**src/rtl/ahb_bus_arbiter_if.sv**
```systemverilog
// Bus bundle between the masters/slave environment and the round-robin AHB-lite arbiter.
// Master-side signals are packed per master; routed signals go to the slave's decoder.
interface ahb_bus_arbiter_if #(
  parameter int unsigned NUM_M  = 2,
  parameter int unsigned ADDR_W = 31,
  parameter int unsigned DATA_W = 32
);
  logic [NUM_M-1:0]        HBUSREQ;
  logic [NUM_M-1:0]        M_HTRANS;
  logic [NUM_M-1:0]        M_HWRITE;
  logic [NUM_M-1:0]        M_HBURST;
  logic [NUM_M*ADDR_W-1:0] M_HADDR;
  logic [NUM_M*DATA_W-1:0] M_HWDATA;
  logic                    HREADY;

  logic [NUM_M-1:0]        HGRANT;
  logic [2:0]              HMASTER;
  logic                    HTRANS;
  logic                    HWRITE;
  logic                    HBURST;
  logic [ADDR_W-1:0]       HADDR;
  logic [DATA_W-1:0]       HWDATA;

  // Environment side: masters plus the slave's HREADY.
  modport master (
    output HBUSREQ, M_HTRANS, M_HWRITE, M_HBURST, M_HADDR, M_HWDATA, HREADY,
    input  HGRANT, HMASTER, HTRANS, HWRITE, HBURST, HADDR, HWDATA
  );

  // Arbiter side.
  modport slave (
    input  HBUSREQ, M_HTRANS, M_HWRITE, M_HBURST, M_HADDR, M_HWDATA, HREADY,
    output HGRANT, HMASTER, HTRANS, HWRITE, HBURST, HADDR, HWDATA
  );
endinterface

```
**src/rtl/ahb_bus_arbiter.sv**
```systemverilog
// Round-robin AHB-lite arbiter with address mux, data-phase tracking and a bounded hold
// time that bursts may exceed.
module ahb_bus_arbiter #(
  parameter int unsigned NUM_M    = 2,
  parameter int unsigned ADDR_W   = 31,
  parameter int unsigned DATA_W   = 32,
  parameter int unsigned MAX_HOLD = 8
) (
  input logic              HCLK,
  input logic              HRESETn,
  ahb_bus_arbiter_if.slave bus
);
  localparam int unsigned   CntW     = $clog2(MAX_HOLD + 1);
  localparam logic [CntW-1:0] HoldMax  = CntW'(MAX_HOLD);
  localparam logic [CntW-1:0] HoldLast = CntW'(MAX_HOLD - 1);

  typedef enum logic [1:0] {StPark, StOwn, StSwitch} state_e;

  state_e          state_q, state_d;
  logic [2:0]      owner_q, owner_d;
  logic [2:0]      data_owner_q, data_owner_d;
  logic [2:0]      last_owner_q, last_owner_d;
  logic [CntW-1:0] beat_cnt_q, beat_cnt_d;

  // Per-master views padded to 8 entries so any 3-bit index is in range.
  logic [7:0]        req_pad, trans_pad, write_pad, burst_pad;
  logic [ADDR_W-1:0] addr_arr  [8];
  logic [DATA_W-1:0] wdata_arr [8];

  for (genvar i = 0; i < 8; i++) begin : g_pad
    if (i < NUM_M) begin : g_m
      assign req_pad[i]   = bus.HBUSREQ[i];
      assign trans_pad[i] = bus.M_HTRANS[i];
      assign write_pad[i] = bus.M_HWRITE[i];
      assign burst_pad[i] = bus.M_HBURST[i];
      assign addr_arr[i]  = bus.M_HADDR[i*ADDR_W +: ADDR_W];
      assign wdata_arr[i] = bus.M_HWDATA[i*DATA_W +: DATA_W];
    end else begin : g_z
      assign req_pad[i]   = 1'b0;
      assign trans_pad[i] = 1'b0;
      assign write_pad[i] = 1'b0;
      assign burst_pad[i] = 1'b0;
      assign addr_arr[i]  = '0;
      assign wdata_arr[i] = '0;
    end
  end

  logic [2:0] hmaster;
  logic [2:0] rr_base, winner, cand;
  logic       found, any_req, others_req, hold_hit;

  assign hmaster    = (state_q == StPark) ? 3'd0 : owner_q;
  assign any_req    = |req_pad;
  assign others_req = |(req_pad & ~(8'b1 << owner_q));
  assign hold_hit   = (beat_cnt_q >= HoldLast) && !burst_pad[owner_q] && others_req;

  // In SWITCH the outgoing owner becomes the round-robin base in the same cycle.
  always_comb begin
    rr_base = (state_q == StSwitch) ? owner_q : last_owner_q;
    winner  = rr_base;
    cand    = 3'd0;
    found   = 1'b0;
    for (int unsigned k = 1; k <= NUM_M; k++) begin
      cand = 3'((32'(rr_base) + k) % NUM_M);
      if (!found && req_pad[cand]) begin
        winner = cand;
        found  = 1'b1;
      end
    end
  end

  always_comb begin
    state_d      = state_q;
    owner_d      = owner_q;
    last_owner_d = last_owner_q;
    beat_cnt_d   = beat_cnt_q;
    data_owner_d = bus.HREADY ? hmaster : data_owner_q;
    if (bus.HREADY) begin
      unique case (state_q)
        StPark: begin
          if (any_req) begin
            owner_d = winner;
            state_d = StOwn;
          end
        end
        StOwn: begin
          if (trans_pad[owner_q] && (beat_cnt_q != HoldMax)) begin
            beat_cnt_d = beat_cnt_q + CntW'(1);
          end
          if (!req_pad[owner_q] || hold_hit) begin
            state_d = StSwitch;
          end
        end
        StSwitch: begin
          last_owner_d = owner_q;
          beat_cnt_d   = '0;
          if (any_req) begin
            owner_d = winner;
            state_d = StOwn;
          end else begin
            state_d = StPark;
          end
        end
        default: state_d = StPark;
      endcase
    end
  end

  always_ff @(posedge HCLK or negedge HRESETn) begin
    if (!HRESETn) begin
      state_q      <= StPark;
      owner_q      <= 3'd0;
      data_owner_q <= 3'd0;
      last_owner_q <= 3'(NUM_M - 1);
      beat_cnt_q   <= '0;
    end else begin
      state_q      <= state_d;
      owner_q      <= owner_d;
      data_owner_q <= data_owner_d;
      last_owner_q <= last_owner_d;
      beat_cnt_q   <= beat_cnt_d;
    end
  end

  assign bus.HGRANT  = (state_q == StOwn) ? NUM_M'(8'b1 << owner_q) : '0;
  assign bus.HMASTER = hmaster;
  assign bus.HTRANS  = (state_q == StOwn) && trans_pad[hmaster];
  assign bus.HWRITE  = write_pad[hmaster];
  assign bus.HBURST  = burst_pad[hmaster];
  assign bus.HADDR   = addr_arr[hmaster];
  assign bus.HWDATA  = wdata_arr[data_owner_q];
endmodule
```
**src/flat_wrapper.sv**
```systemverilog
// flat-port wrapper written by rule: the top's interface ports become plain ports
module ahb_bus_arbiter_flat 
#(
  parameter int unsigned NUM_M    = 2,
  parameter int unsigned ADDR_W   = 31,
  parameter int unsigned DATA_W   = 32,
  parameter int unsigned MAX_HOLD = 8
)
  (HCLK, HRESETn, bus_HBUSREQ, bus_M_HTRANS, bus_M_HWRITE, bus_M_HBURST, bus_M_HADDR, bus_M_HWDATA, bus_HREADY, bus_HGRANT, bus_HMASTER, bus_HTRANS, bus_HWRITE, bus_HBURST, bus_HADDR, bus_HWDATA);
  ahb_bus_arbiter_if #(.NUM_M(NUM_M), .ADDR_W(ADDR_W), .DATA_W(DATA_W)) bus_i ();
  input logic HCLK;
  input logic HRESETn;
  input wire logic [$bits(bus_i.HBUSREQ)-1:0] bus_HBUSREQ;
  input wire logic [$bits(bus_i.M_HTRANS)-1:0] bus_M_HTRANS;
  input wire logic [$bits(bus_i.M_HWRITE)-1:0] bus_M_HWRITE;
  input wire logic [$bits(bus_i.M_HBURST)-1:0] bus_M_HBURST;
  input wire logic [$bits(bus_i.M_HADDR)-1:0] bus_M_HADDR;
  input wire logic [$bits(bus_i.M_HWDATA)-1:0] bus_M_HWDATA;
  input wire logic [$bits(bus_i.HREADY)-1:0] bus_HREADY;
  output wire logic [$bits(bus_i.HGRANT)-1:0] bus_HGRANT;
  output wire logic [$bits(bus_i.HMASTER)-1:0] bus_HMASTER;
  output wire logic [$bits(bus_i.HTRANS)-1:0] bus_HTRANS;
  output wire logic [$bits(bus_i.HWRITE)-1:0] bus_HWRITE;
  output wire logic [$bits(bus_i.HBURST)-1:0] bus_HBURST;
  output wire logic [$bits(bus_i.HADDR)-1:0] bus_HADDR;
  output wire logic [$bits(bus_i.HWDATA)-1:0] bus_HWDATA;
  assign bus_i.HBUSREQ = bus_HBUSREQ;
  assign bus_i.M_HTRANS = bus_M_HTRANS;
  assign bus_i.M_HWRITE = bus_M_HWRITE;
  assign bus_i.M_HBURST = bus_M_HBURST;
  assign bus_i.M_HADDR = bus_M_HADDR;
  assign bus_i.M_HWDATA = bus_M_HWDATA;
  assign bus_i.HREADY = bus_HREADY;
  assign bus_HGRANT = bus_i.HGRANT;
  assign bus_HMASTER = bus_i.HMASTER;
  assign bus_HTRANS = bus_i.HTRANS;
  assign bus_HWRITE = bus_i.HWRITE;
  assign bus_HBURST = bus_i.HBURST;
  assign bus_HADDR = bus_i.HADDR;
  assign bus_HWDATA = bus_i.HWDATA;
  ahb_bus_arbiter #(.NUM_M(NUM_M), .ADDR_W(ADDR_W), .DATA_W(DATA_W), .MAX_HOLD(MAX_HOLD)) u_core (.HCLK(HCLK), .HRESETn(HRESETn), .bus(bus_i));
endmodule
```
**config.mk**
```make
export PLATFORM = sky130hd
export DESIGN_NAME = ahb_bus_arbiter_flat
export DESIGN_NICKNAME = d
export VERILOG_FILES = /design/src/rtl/ahb_bus_arbiter_if.sv /design/src/rtl/ahb_bus_arbiter.sv /design/src/flat_wrapper.sv
export SDC_FILE = /design/constraint.sdc
export NUM_CORES = 1
export LEC_CHECK = 0
export ABC_AREA = 1
export CAP_MARGIN = 20
export CORE_UTILIZATION = 30
export CTS_BUF_LIST = sky130_fd_sc_hd__clkbuf_16
export CTS_CLUSTER_SIZE = 8
export DETAILED_ROUTE_END_ITERATION = 10
export PLACE_DENSITY = 0.95
export SLEW_MARGIN = 20
export SYNTH_ARGS = -nofsm -noshare
export SYNTH_HDL_FRONTEND = slang
export SYNTH_SLANG_ARGS = --single-unit
export TNS_END_PERCENT = 20
```
**constraint.sdc**
```tcl
create_clock -name HCLK -period 4 [get_ports HCLK]
set_input_delay 1.2 -clock HCLK [delete_from_list [all_inputs] [get_ports HCLK]]
set_output_delay 1.2 -clock HCLK [all_outputs]
set_load 0.01 [all_outputs]
```
== After elaboration in Yosys (flattened, before gate mapping) ==
Cells that the tools add are included.
Cells by class
  add/subtract/negate cells: 3
  muxes and demuxes: 34
  reduce and logical (&&, ||, !) cells: 17
  bitwise logic cells: 4
  order comparisons: 7
  equal/unequal tests: 6
  shift operators: 1
Operator list (count)
  binary-select mux 32 bit (select 3 bit): 1
  binary-select mux 31 bit (select 3 bit): 1
  two-way mux 32 bit: 2
  two-way mux 31 bit: 2
  binary-select mux 1 bit (select 3 bit): 6
  two-way mux 1 bit: 12
  two-way mux 3 bit: 4
  AND reduction 3 bit: 3
  AND 2 x 8 -> 8 bit: 1
  greater-or-equal comparator 4 bit (second input constant): 2
  < comparator 1 x 4 -> 1 bit (second input constant): 2
  < comparator 3 x 4 -> 1 bit (second input constant): 2
  inverter 3 -> 4 bit: 2
  inverter 8 bit: 1
  one-hot mux 4 bit (2 select lines): 1
  OR reduction 8 bit: 1
  << shifter 1 x 3 -> 8 bit (first input constant): 1
  two-way mux 2 bit: 3
  != test 2 x 1 -> 1 bit (second input constant): 3
  one-hot mux 2 bit (3 select lines): 1
  logical AND 1 bit: 5
  adder 4 x 1 -> 4 bit (second input constant): 1
  greater-or-equal comparator 4 x 3 -> 1 bit (second input constant): 1
  two-way mux 4 bit: 1
  other kinds (9): 13
Storage, ports and cells
  logic and storage cells: 77
  bits of input ports: 137
  output and inout port bits: 71
  register bits after elaboration: 15

== Depth between registers and ports, before layout ==
  word-level depth: 9
  gate-level depth with buffers: 9
  mapped depth without buffers: 9

== Worst setup path before layout ==
OpenSTA, ideal clock, no wires.
  kind: input to output
  start: input bus_M_HWDATA[4]
  end: output bus_HWDATA[4]
  data arrival time: 1547 ps
  path buffers: 0
  data required time: 2800 ps
  stages on the path: 2
  path slack: 1253 ps
  cell sequence: nor2_1 -> nor3_1
Between the ends
  longest elaborated chain between the ends: 3
Ends and longest elaborated chain
  start, declared: line flat_wrapper.sv:18  | input wire logic [$bits(bus_i.M_HWDATA)-1:0] bus_M_HWDATA;
  binary-select mux 32 bit (select 3 bit): line ahb_bus_arbiter.sv:131  | assign bus.HWDATA = wdata_arr[data_owner_q];
  two-way mux 32 bit (implied by the code) (2 in series): line ahb_bus_arbiter.sv:131
  end, declared: line flat_wrapper.sv:26  | output wire logic [$bits(bus_i.HWDATA)-1:0] bus_HWDATA;
Every way passes these cells. The select of a mux whose other input is x is not followed.

== Worst setup path after layout ==
  start: input bus_M_HWDATA[8]
  end: output bus_HWDATA[8]
Same word-level chain as after synthesis.

==> summary.txt <==
Outcome
  • Outcome: completed

Global route
  • Largest net degree at the start of global routing: 38
  • Total GRT Usage: 23.0%
  • Vias in the first global route: ~2600
  • First-pass GRT wire length: between 10000 and 15000 µm
  • Initial antenna violation count: 0
  • Global route overflow: 0

STA
  • Fin crit period: between 3 and 4 ns
  • FMAX: between 200 and 300 MHz
  • TNS Setup: 0 ns
  • Fin crit share: 95.7%
  • Max Clock Skew: around 0.0025 ns
  • Relative slew slack: 30.7%
  • RSZ-0062 raised after global routing: no
  • Worst Max-Slew Pin Slew: around 1.0 ns
  • Final-report hold violation count: 0
  • Slew Viols, Final: 0
  • # setup viols final: 0

Critical path
  • Crit path top cell by count: clkdlybuf4s50_1
  • R2R Setup Slk: approximately 2.6 ns
  • CP max FO: 1
  • Crit end category: primary output
  • Setup crit start kind: primary input
  • Cells along the critical path: clkdlybuf4s50_1 > nor2_1 > nor3_1 > clkdlybuf4s50_1
  • CP required: 2.80 ns
  • CP Class: in2out
  • Crit-path slowest cell: clkdlybuf4s50_1
  • CP peak stage delay: approximately 0.61 ns
  • CP arrival: 2.63 ns

Detailed routing
  • DRC viols: 0
  • Vias per std cell: 4.75
  • Length of the first detailed-routing pass in iterations: 4
  • Via count: about 2800
  • Antenna Nets Post-Route: 0
  • Wire per inst: approximately 13 µm
  • WL final: approximately 7900 µm
  • Iter 0 DRT Violations: around 110

Synth
  • Post-Syn Nets: between 400 and 500
  • Post-synth EDFFs: 0
  • Sequential fraction of the synthesis area: between 10% and 20%
  • Post-Synthesis Cells: 320
  • Largest family of logic cells by synthesized area: simple AND/OR/NAND/NOR gates
  • Synth Cell Area: 1830 µm²
  • Fraction of registers with async set or reset after synthesis: 100%
  • Post-Synth Adder-Cell Area: about 1.4%
  • Yosys reg bits: 13
  • Post-synthesis xor/xnor area fraction: less than 1%
  • Synth Area in Simple Gates: 67.3%
  • Ys flop type: dfrtp_1
  • Mux contribution to synthesized area: 0%
  • Unique masters post-synth: 28
  • Yosys warns: 0
  • Compound-gate portion of the synthesized area: about 3.8%
  • Syn_area_per_cell: approximately 5.7 µm²

Worst hold path
  • Worst hold path type: reg2reg

Layout
  • FILL cells: roughly 490
  • Share of cells above drive strength 1: 8.38%
  • Area Growth Syn to Fin: 118%
  • Nets@finish: 653
  • # diodes: 0
  • Post-layout util: about two thirds
  • FF+latch area: 327 µm²
  • Footprint of the multi-input gates: approximately 1300 µm²

CTS
  • CTS Hold Bufs: 0
  • H-tree depth: 1
  • Later-pin clock latency in the skew report: between 0.2 and 0.25 ns
  • Sink Count: 13
  • Clock transition at path regs: roughly 0.040 ns
  • Bufs on Longest Clock Path: 2
  • CTS tree: yes
  • CTS Buf Count: 3
  • Resized cells post-CTS: 0
  • Post-CTS Repair Setup Buffers: 0
  • Clk root buf: clkbuf_16

Floorplan
  • Die Span X: roughly 80 µm
  • Initial Utilization: between 30 and 40%
  • Die outline height: 80.2 µm
  • I/O pin cnt: 208
  • Die area: approximately 6400 µm²
  • Site Rows: 28
  • Core area: a little under 6000 µm²

Power
  • Cell Pwr Density: between 500 and 600 nW/µm²
  • Max VDD drop: approximately 0.37 mV
  • Leakage power: roughly 1.7 nW

Place
  • I/O Buffers: ~210
  • Routability cong.: 0.882
  • DPL Wire Length: ~6300 µm

Job
  • Max-Cap Viols: 0
==> final cells by class <==
type	instances	share of cell area (%)
clock buffer	3	1.88
clock inverter	1	0.0939
inverter	18	1.75
multi-input combinational	269	33.6
sequential	13	8.17
tap	75	2.35
timing repair buffer	209	52.2
==> synthesized netlist by cell type, types with 2 or more instances <==
| library cell | n | share of area [%] |
|---|---|---|
| nand3_1 | 8 | 2.2 |
| clkbuf_1 | 8 | 1.6 |
| nor3_2 | 28 | 15 |
| inv_1 | 16 | 3.3 |
| nor3_1 | 38 | 10 |
| nor2_1 | 139 | 28 |
| a21oi_1 | 4 | 1.1 |
| ha_1 | 2 | 1.4 |
| buf_1 | 2 | 0.41 |
| buf_4 | 5 | 2.0 |
| o21ai_0 | 7 | 1.9 |
| or2_2 | 2 | 0.68 |
| nand2_1 | 29 | 5.9 |
| buf_2 | 5 | 1.4 |
| nand4_1 | 3 | 1.0 |
| dfrtp_1 | 12 | 16 |
==> final timing paths <==
path	startpoint	endpoint	cells past startpoint
max in group asynchronous	HRESETn	u_core.data_owner_q[0]	1
min in group asynchronous	HRESETn	u_core.beat_cnt_q[1]	1
min reg2reg	u_core.data_owner_q[2]	u_core.data_owner_q[2]	2
max reg2reg	u_core.beat_cnt_q[0]	u_core.state_q[1]	9
max	bus_M_HWDATA[8]	bus_HWDATA[8]	4
min	u_core.data_owner_q[2]	u_core.data_owner_q[2]	2
==> logic make-up (layout without fill, tap and decap cells) <==
kind of cell / after synthesis / count (layout)
buf+inv: 38 / 231
xor+xnor: 1 / 1
simple gates: 253 / 253
flops: 13 / 13
fa+ha+maj: 2 / 2
compound gates: 13 / 13
==> critical path, delay by kind of cell <==
kind,cells,cell delay (ns)
and+or+nand+nor,2,0.36
buffers and inverters,2,1.06
==> layout by cell type (no fill, tap or decap), drive strengths merged <==
cell / n
nor2: 142
dfrtp: 12
dfstp: 1
clkbuf: 3
nand4: 3
a21oi: 4
nand2: 30
clkdlybuf4s50: 207
inv: 19
nand3b: 1
o22ai: 1
o2111ai: 1
or2: 2
xor2: 1
o21ai: 7
buf: 2
nand3: 9
nor3: 66
ha: 2
==> report_power, final <==
part	leakage (nW)	total (mW)	internal, mW	switching [mW]
clock network	0.0423	0.188	0.132	0.0559
registers	0.169	0.254	0.175	0.0796
logic	1.47	1.68	0.876	0.807
==> per-layer routing <==
layer | global-route usage (%) | part of all wire (%) | vias to the layer above
met2 | 42.7 | 51 | 94
li1 | - | - | 1409
met4 | 5.89 | 1.8 | 0
met1 | 27.0 | 41 | 1274
met5 | 0 | 0 | -
met3 | 3.64 | 5.6 | 14
==> flip-flops by register name, summed over array words and instances (netlist names) <==
signal               count
u_core.beat_cnt_q        4
u_core.data_owner_q      3
u_core.owner_q           3
u_core.state_q           2
u_core.last_owner_q      1
==> stage by stage <==
stage               setup slack [ns]  hold slack, ns  power (mW)  cells  cell area [µm²]
floorplan                       1.25           0.441        1.08    320             1830
global placement               0.189           0.454        1.89    584             3920
detailed placement             0.193           0.473        1.94    584             3920
CTS                            0.182           0.484        2.13    588             4000
global route                   0.143           0.516        2.29    588             4000
finish                         0.171           0.487        2.13    588             4000
(Power assumes the default switching activity.)
